`config.mk`:
```
export PLATFORM = sky130hd
export DESIGN_NAME = mode_controller
export DESIGN_NICKNAME = d
export VERILOG_FILES = /design/src/rtl/mode_controller.sv
export SDC_FILE = /design/constraint.sdc
export NUM_CORES = 1
export LEC_CHECK = 0
export ABC_AREA = 1
export CAP_MARGIN = 40
export CORE_MARGIN = 3
export CORE_UTILIZATION = 29
export DETAILED_ROUTE_END_ITERATION = 6
export DONT_BUFFER_PORTS = 1
export GPL_TIMING_DRIVEN = 0
export PLACE_DENSITY_LB_ADDON = 0.25
export REMOVE_ABC_BUFFERS = 1
export SYNTH_ARGS = -nofsm -noshare
export SYNTH_HDL_FRONTEND = slang
export SYNTH_SLANG_ARGS = --single-unit
```
`constraint.sdc`:
```
create_clock -name clk4 -period 2.45 [get_ports clk4]
set_clock_uncertainty 0.2 [all_clocks]
set_input_delay 0.49 -clock clk4 [delete_from_list [all_inputs] [get_ports clk4]]
set_output_delay 0.49 -clock clk4 [all_outputs]
set_load 0.02 [all_outputs]
```
`src/rtl/mode_controller.sv`:
```
// Watch mode controller: debounces three pushbuttons, steps CLOCK/STOPWATCH/TIMER,
// routes display digits, handles lap freeze and latched timer-expiry alarm.
module mode_controller #(
  parameter int unsigned DEBOUNCE_CYCLES = 250000
) (
  input  logic        clk4,
  input  logic        reset_n,
  input  logic        btn_mode,
  input  logic        btn_action,
  input  logic        btn_lap,
  input  logic [15:0] clk_digits,
  input  logic [15:0] sw_digits,
  input  logic [15:0] tmr_digits,
  input  logic        tmr_expired,
  output logic [1:0]  mode,
  output logic        sw_enable,
  output logic        tmr_enable,
  output logic        sw_start_pause,
  output logic        tmr_start_pause,
  output logic [15:0] disp_digits,
  output logic        lap_active,
  output logic        alarm_led
);

  localparam int unsigned CW = (DEBOUNCE_CYCLES > 1) ? $clog2(DEBOUNCE_CYCLES) : 1;
  localparam logic [CW-1:0] CNT_LAST = CW'(DEBOUNCE_CYCLES - 1);

  typedef enum logic [1:0] {
    CLOCK     = 2'b00,
    STOPWATCH = 2'b01,
    TIMER     = 2'b10
  } mode_t;

  mode_t          state, state_nxt;
  logic [2:0]     raw, sync1, sync2, level, press;
  logic [CW-1:0]  cnt [3];
  logic [15:0]    lap_reg;
  logic           exp_q;
  logic           mode_p, action_p, lap_p, action_ok;

  assign raw      = {btn_lap, btn_action, btn_mode};
  assign mode_p   = press[0];
  assign action_p = press[1];
  assign lap_p    = press[2];
  // A coincident mode press wins; an action press while the alarm is lit only acknowledges it.
  assign action_ok = action_p & ~mode_p & ~alarm_led;

  always_ff @(posedge clk4 or negedge reset_n) begin
    if (!reset_n) begin
      sync1 <= '0;
      sync2 <= '0;
      level <= '0;
      press <= '0;
      for (int unsigned i = 0; i < 3; i++) cnt[i] <= '0;
    end else begin
      sync1 <= raw;
      sync2 <= sync1;
      for (int unsigned i = 0; i < 3; i++) begin
        press[i] <= 1'b0;
        if (sync2[i] != level[i]) begin
          if (cnt[i] == CNT_LAST) begin
            level[i] <= sync2[i];
            cnt[i]   <= '0;
            press[i] <= sync2[i];
          end else begin
            cnt[i] <= cnt[i] + 1'b1;
          end
        end else begin
          cnt[i] <= '0;
        end
      end
    end
  end

  always_ff @(posedge clk4 or negedge reset_n) begin
    if (!reset_n) state <= CLOCK;
    else          state <= state_nxt;
  end

  always_comb begin
    state_nxt  = state;
    sw_enable  = 1'b0;
    tmr_enable = 1'b0;
    case (state)
      CLOCK:     if (mode_p) state_nxt = STOPWATCH;
      STOPWATCH: begin
        sw_enable = 1'b1;
        if (mode_p) state_nxt = TIMER;
      end
      TIMER: begin
        tmr_enable = 1'b1;
        if (mode_p) state_nxt = CLOCK;
      end
      default:   state_nxt = CLOCK;
    endcase
  end

  assign mode = state;

  always_ff @(posedge clk4 or negedge reset_n) begin
    if (!reset_n) begin
      sw_start_pause  <= 1'b0;
      tmr_start_pause <= 1'b0;
      lap_active      <= 1'b0;
      lap_reg         <= '0;
      alarm_led       <= 1'b0;
      exp_q           <= 1'b0;
      disp_digits     <= '0;
    end else begin
      sw_start_pause  <= action_ok && (state == STOPWATCH);
      tmr_start_pause <= action_ok && (state == TIMER);

      if (mode_p) begin
        lap_active <= 1'b0;
      end else if (lap_p && (state == STOPWATCH)) begin
        if (!lap_active) lap_reg <= sw_digits;
        lap_active <= ~lap_active;
      end

      exp_q <= tmr_expired;
      if (tmr_expired && !exp_q)   alarm_led <= 1'b1;
      else if (action_p && alarm_led) alarm_led <= 1'b0;

      case (state)
        CLOCK:     disp_digits <= clk_digits;
        STOPWATCH: disp_digits <= lap_active ? lap_reg : sw_digits;
        TIMER:     disp_digits <= tmr_digits;
        default:   disp_digits <= '0;
      endcase
    end
  end

endmodule

```
==> reports/metrics.yaml, run 1 <==
status: "complete, but fails checks"
failed_checks: "negative hold slack"
design.die.area_sq_um: 19500
synthCells: 630
clock-sinks: 105
die-height_um: 140
final_cell_mix: "nand2_1 (140), nor2_1 (113), dfrtp_1 (105)"
routed.top_layer: "met4"
yosys_warnings: 0
met1_length_um: 5240
netlist-cell-type-count: 34
setup.worst_path.class: "reg2out"
gr-usage-all-layers_pct: 11.9
wl_um: 11200
min_period_ns: 2.22
final_common_cell: "nand2_1"
relSlewSlack_pct: 47.1
ant_nets: 0
gp_congestion: 0.830
crit_chain: "inv_1 > nor2_4"
hold_path.class: "in2async"
cp-start-kind: "flip-flop"
ir_drop_uv: 332
final_area_sq_um: 5710
via_per_inst: 4.65
worst_pin_slew_ns: 0.793
r2r_slack_ns: 0.24
syn_to_final_growth_pct: 10.0
first_pass_iters: 4
final_cells: 865
cap_viol_max_count: 0
finalHoldViolCount: 105
end_kind: "output port"
r2r_cells: 6
root_buffer: "clkbuf_16"
total_power_w: 0.00323
path_delay_family: "flip-flops"
drcViolationCount: 0
hold_ws_ns: -0.362
grt_pass1_vias: 3899
dr_wl_met2_um: 5090
drive_gt1_share_pct: 7.97
portBuffers: 0
ioPinCount: 78
wire_per_inst_um: 13.0
min_period_over_period_pct: 90.5
synth_area_sq_um: 5190
synth.avg_cell_area_sq_um: 8.24
n_antenna_cell: 0
r2r-end: "lap_reg[12]"
die_w_um: 140
globalRouteOverflowTotal: 0
worstPathMaxFanout: 17
core_sq_um: 17400
start_util_pct: 29.8
nFillCells: 1818
post-route-util_pct: 32.8
grt_pass1_wl_um: 19100
slew_viol_final: 0
fin_setup_tns_ns: 0
placed_cells: 846
worstSkewPairLatency_ns: 0.35
cts_buffers: 9
place_area_sq_um: 5400
clock_path_buffers: 2
route.vias.total: 4019
timing.rr.start: "mode[0]"
fin_nets: 693
critPathMaxStageDelay_ns: 0.52
p_per_area_nw_per_um2: 565
crit_buf_inv: 1
fmax_mhz: 451
antenna_found_initial: 0
finalSetupViolCount: 0
p_leak_nw: 2.43
wl_met3_um: 599
critPathSlowestCell: "dfrtp_1"
drtIter0Drc: 318
synth_seq_cells: 105
rsz0062_at_grt: "false"
ys_seq_area_share_pct: 50.6
worstPathArrival_ns: 1.53
hpwl_um: 7980
required_ns: 1.76
grt_max_degree: 106
htree_num_levels: 3
cts_hold_buf: 4
tritoncts: "done"
path_clk_slew_ns: 0.07
rows: 48
largest_reg_flops: 54
==> through the flow <==
stage	setup WS, ns	hold WS [ns]
after floorplan	0.675	-0.00559
after global placement	0.286	-0.00101
after detailed placement	0.239	-0.00106
after CTS	0.202	-0.381
after global routing	0.0516	-0.388
final	0.234	-0.362
==> Yosys cell counts <==
cell        n  area [sq um]
a21oi_1     9          45.0
a21oi_2     1          8.76
a22oi_1    11          82.6
a31oi_1     2          12.5
and2_1      1          6.26
buf_2       3          15.0
buf_4       2          15.0
buf_6       4          45.0
dfrtp_1   105          2630
ha_1        3          37.5
inv_1      57           214
inv_2       6          22.5
mux2i_1     3          30.0
nand2_1   140           526
nand2_2     9          56.3
nand2_4     1          11.3
nand3_1    43           215
nand3_2     1          10.0
nand3b_1    5          37.5
nand4_1     8          50.1
nor2_1    113           424
nor2_2     12          75.1
nor2_4      5          56.3
nor2_8      1          20.0
nor3_1     13          65.1
nor3b_1     3          22.5
o211ai_1    3          22.5
o21ai_0    24           120
o21ai_1    14          70.1
o21bai_1    1          7.51
o22ai_1     1          6.26
xnor2_1     3          26.3
xor2_1     22           193
xor2_2      1          16.3
==> routing by layer <==
layer	vias to the layer above	track usage, %
met5	-	0
met1	1872	15.4
met2	101	18.8
li1	2026	-
met4	0	5.30
met3	20	2.99
==> layout make-up <==
class                      instances  area (sq um)  share of cell area, %
inverter                          63           236                   4.14
clock inverter                     4          30.0                  0.526
sequential                       105          2630                   46.0
clock buffer                      11           243                   4.25
timing repair buffer               4          40.0                  0.701
tap                              225           282                   4.93
multi-input combinational        453          2250                   39.5
==> worst max-delay path by stage <==
stage | start | endpoint | depth (start not counted)
after detailed placement | mode[0] | lap_reg[12] | 6
after global routing | mode[0] | lap_reg[12] | 6
final | mode[0] | sw_enable | 2
after CTS | mode[1] | tmr_enable | 2
after global placement | mode[0] | lap_reg[1] | 5
after floorplan | mode[0] | lap_reg[14] | 6
==> kinds of logic after synthesis <==
group	share of synthesized area, %
simple gates	30.3
flops	50.6
buf+inv	6.00
compound gates	7.23
xor+xnor	4.53
mux	0.578
fa+ha+maj	0.723
==> power by group <==
group          total (W)  leakage (nW)  switching [W]  internal, W
clock network    0.00135         0.132       0.000634     0.000714
logic          0.0000798         0.986      0.0000478    0.0000320
registers        0.00180          1.32      0.0000371      0.00176
total            0.00323          2.43       0.000719      0.00251
==> timing repair <==
action / in CTS / in global routing
buffers inserted: 0 / 0
hold endpoints to repair: 109 / 105
gates resized for setup: 0 / 0
No activity file was read; power rests on OpenSTA's default activity.
==> inputs of run 2 (changes only) <==
CORE_UTILIZATION = 48   (was 29)
SLEW_MARGIN = 10   (was default)
==> run 2 against run 1 <==
Die area decreased by 38%. Critical endpoint unchanged. Sequential share of layout area grew 1.6 points. The run still ends with negative hold slack left. Flip-flop and latch count is the same.
==> reports/metrics.yaml, run 2 (synthesis gave the netlist of run 1 again) <==
status: "complete, but fails checks"
failed_checks: "negative hold slack"
root_buffer: "clkbuf_8"
hpwl_um: 7380  # -7.5%
rsz0062_at_grt: "false"
via_per_inst: 5.14  # +11%
grt_util_met2_pct: 27.9  # +9.0 points
start_util_pct: 49.8  # +20 points
first_pass_iters: 5  # +1
worst_pin_slew_ns: 0.721  # -0.0717 ns
core_sq_um: 10400  # -40%
cts_buffers: 9  # unchanged
multi_input_area_sq_um: 2250  # unchanged
globalRouteOverflowTotal: 0  # unchanged
wl_um: 10400  # -7.5%
drtIter0Drc: 192  # -40%
grt_pass1_wl_um: 17100  # -11%
worstSkewPairLatency_ns: 0.38  # +0.03 ns
grt_pass1_vias: 3683  # -5.5%
drcViolationCount: 0  # unchanged
fmax_mhz: 450  # -0.33%
n_antenna_cell: 0  # unchanged
worstPathArrival_ns: 1.53  # about the same
p_per_area_nw_per_um2: 531  # -6.0%
final_common_cell: "nand2_1"
cap_viol_max_count: 0  # unchanged
final_cell_mix: "nand2_1 (140), nor2_1 (113), dfrtp_1 (105)"
die-height_um: 110  # -21%
drive_gt1_share_pct: 8.27  # +0.30 points
hold_path.class: "in2async"
finalHoldViolCount: 105  # unchanged
fin_setup_tns_ns: 0  # unchanged
hold_ws_ns: -0.388  # -0.0262 ns
grt_util_met3_pct: 4.31  # +1.3 points
gr-usage-all-layers_pct: 17.7  # +5.8 points
p_leak_nw: 2.40  # -1.5%
clock-sinks: 105  # unchanged
design.die.area_sq_um: 12100  # -38%
htree_num_levels: 3  # unchanged
nFillCells: 967  # -47%
cts_hold_buf: 4  # unchanged
min_period_over_period_pct: 90.8  # +0.30 points
post_cts.repair.setup_buffers: 0  # unchanged
portBuffers: 0  # unchanged
fin_nets: 693  # unchanged
setup.worst_path.class: "reg2out"
clock_path_buffers: 2  # unchanged
met1_usage_pct: 24.5  # +9.0 points
required_ns: 1.76  # about the same
wire_per_inst_um: 13.4  # +3.0%
route.vias.total: 3994  # -0.62%
seq_area_sq_um: 2630  # unchanged
syn_to_final_growth_pct: 6.34
antenna_found_initial: 0  # unchanged
ir_drop_uv: 305  # -8.2%
grt_max_degree: 106  # unchanged
end_kind: "output port"
ctsResizeCount: 0  # unchanged
die_w_um: 110  # -21%
relSlewSlack_pct: 51.9  # +4.8 points
rows: 37  # -23%
gp_congestion: 0.878  # +5.8%
path_clk_slew_ns: 0.12  # +0.05 ns
ant_nets: 0  # unchanged
worstPathMaxFanout: 17  # unchanged
largest_reg_flops: 54  # unchanged
ioPinCount: 78  # unchanged
cp-start-kind: "flip-flop"
tritoncts: "done"
min_period_ns: 2.22  # +0.00741 ns
busiest_layer: "met2"
slew_viol_final: 0  # unchanged
finalSetupViolCount: 0  # unchanged
## run 2: layout make-up
type / instances / share of cell area, %
clock buffers: 9 / 2.24
inverters: 63 / 4.28
well taps: 136 / 3.08
multi-input cells: 453 / 40.8
clock inverters: 7 / 1.27
repair buffers: 4 / 0.725
flip-flops and latches: 105 / 47.6
## run 2: critical path, stage by stage, from the launching register on
cell     delay, ns
dfrtp_1       0.53
inv_1         0.14
nor2_4        0.49
## run 2: where the power goes
| part | total (W) | leakage (nW) | internal (W) | switching (W) |
|---|---|---|---|---|
| clock | 0.00106 | 0.0955 | 0.000398 | 0.000657 |
| sequential | 0.00180 | 1.32 | 0.00176 | 0.0000366 |
| combinational | 0.0000793 | 0.986 | 0.0000319 | 0.0000474 |
## run 2: metrics by stage
step                      util (%)  power (W)  instance area [sq um]  worst slack (ns)  cells
after detailed placement      50.8    0.00191                   5290             0.334    757
final                         53.0    0.00293                   5520             0.226    777
after global routing          53.0    0.00307                   5520             0.122    777
after floorplan                  -    0.00189                   5120             0.675    621
after global placement        50.8    0.00191                   5290             0.377    757
after CTS                     53.0    0.00297                   5520             0.223    777
## run 2: final timing paths
| check | end | slack (ns) | from | cells after the start |
|---|---|---|---|---|
| min reg2reg | sync2[2] | 0.16 | sync1[2] | 0 |
| min | cnt[14] | -0.39 | reset_n | 0 |
| min in group clk4 | disp_digits[5] | 0.02 | clk_digits[5] | 2 |
| max in group asynchronous | cnt[39] | 2.28 | reset_n | 0 |
| max | sw_enable | 0.23 | mode[0] | 2 |
| max reg2reg | lap_reg[14] | 0.30 | mode[0] | 6 |
## run 2: layer usage
layer,share of wire [%],vias up,wire length (um)
met1,47,1858,4840
met3,6.0,13,621
met4,1.0,0,108
met2,46,96,4810
li1,-,2027,-
met5,0,-,0
==> inputs of run 3 (changes only) <==
CTS_BUF_LIST = sky130_fd_sc_hd__clkbuf_8 sky130_fd_sc_hd__clkbuf_16   (was default)
==> results of run 3 <==
Same layout as run 2: the final DEF is identical, and so are final timing and power.
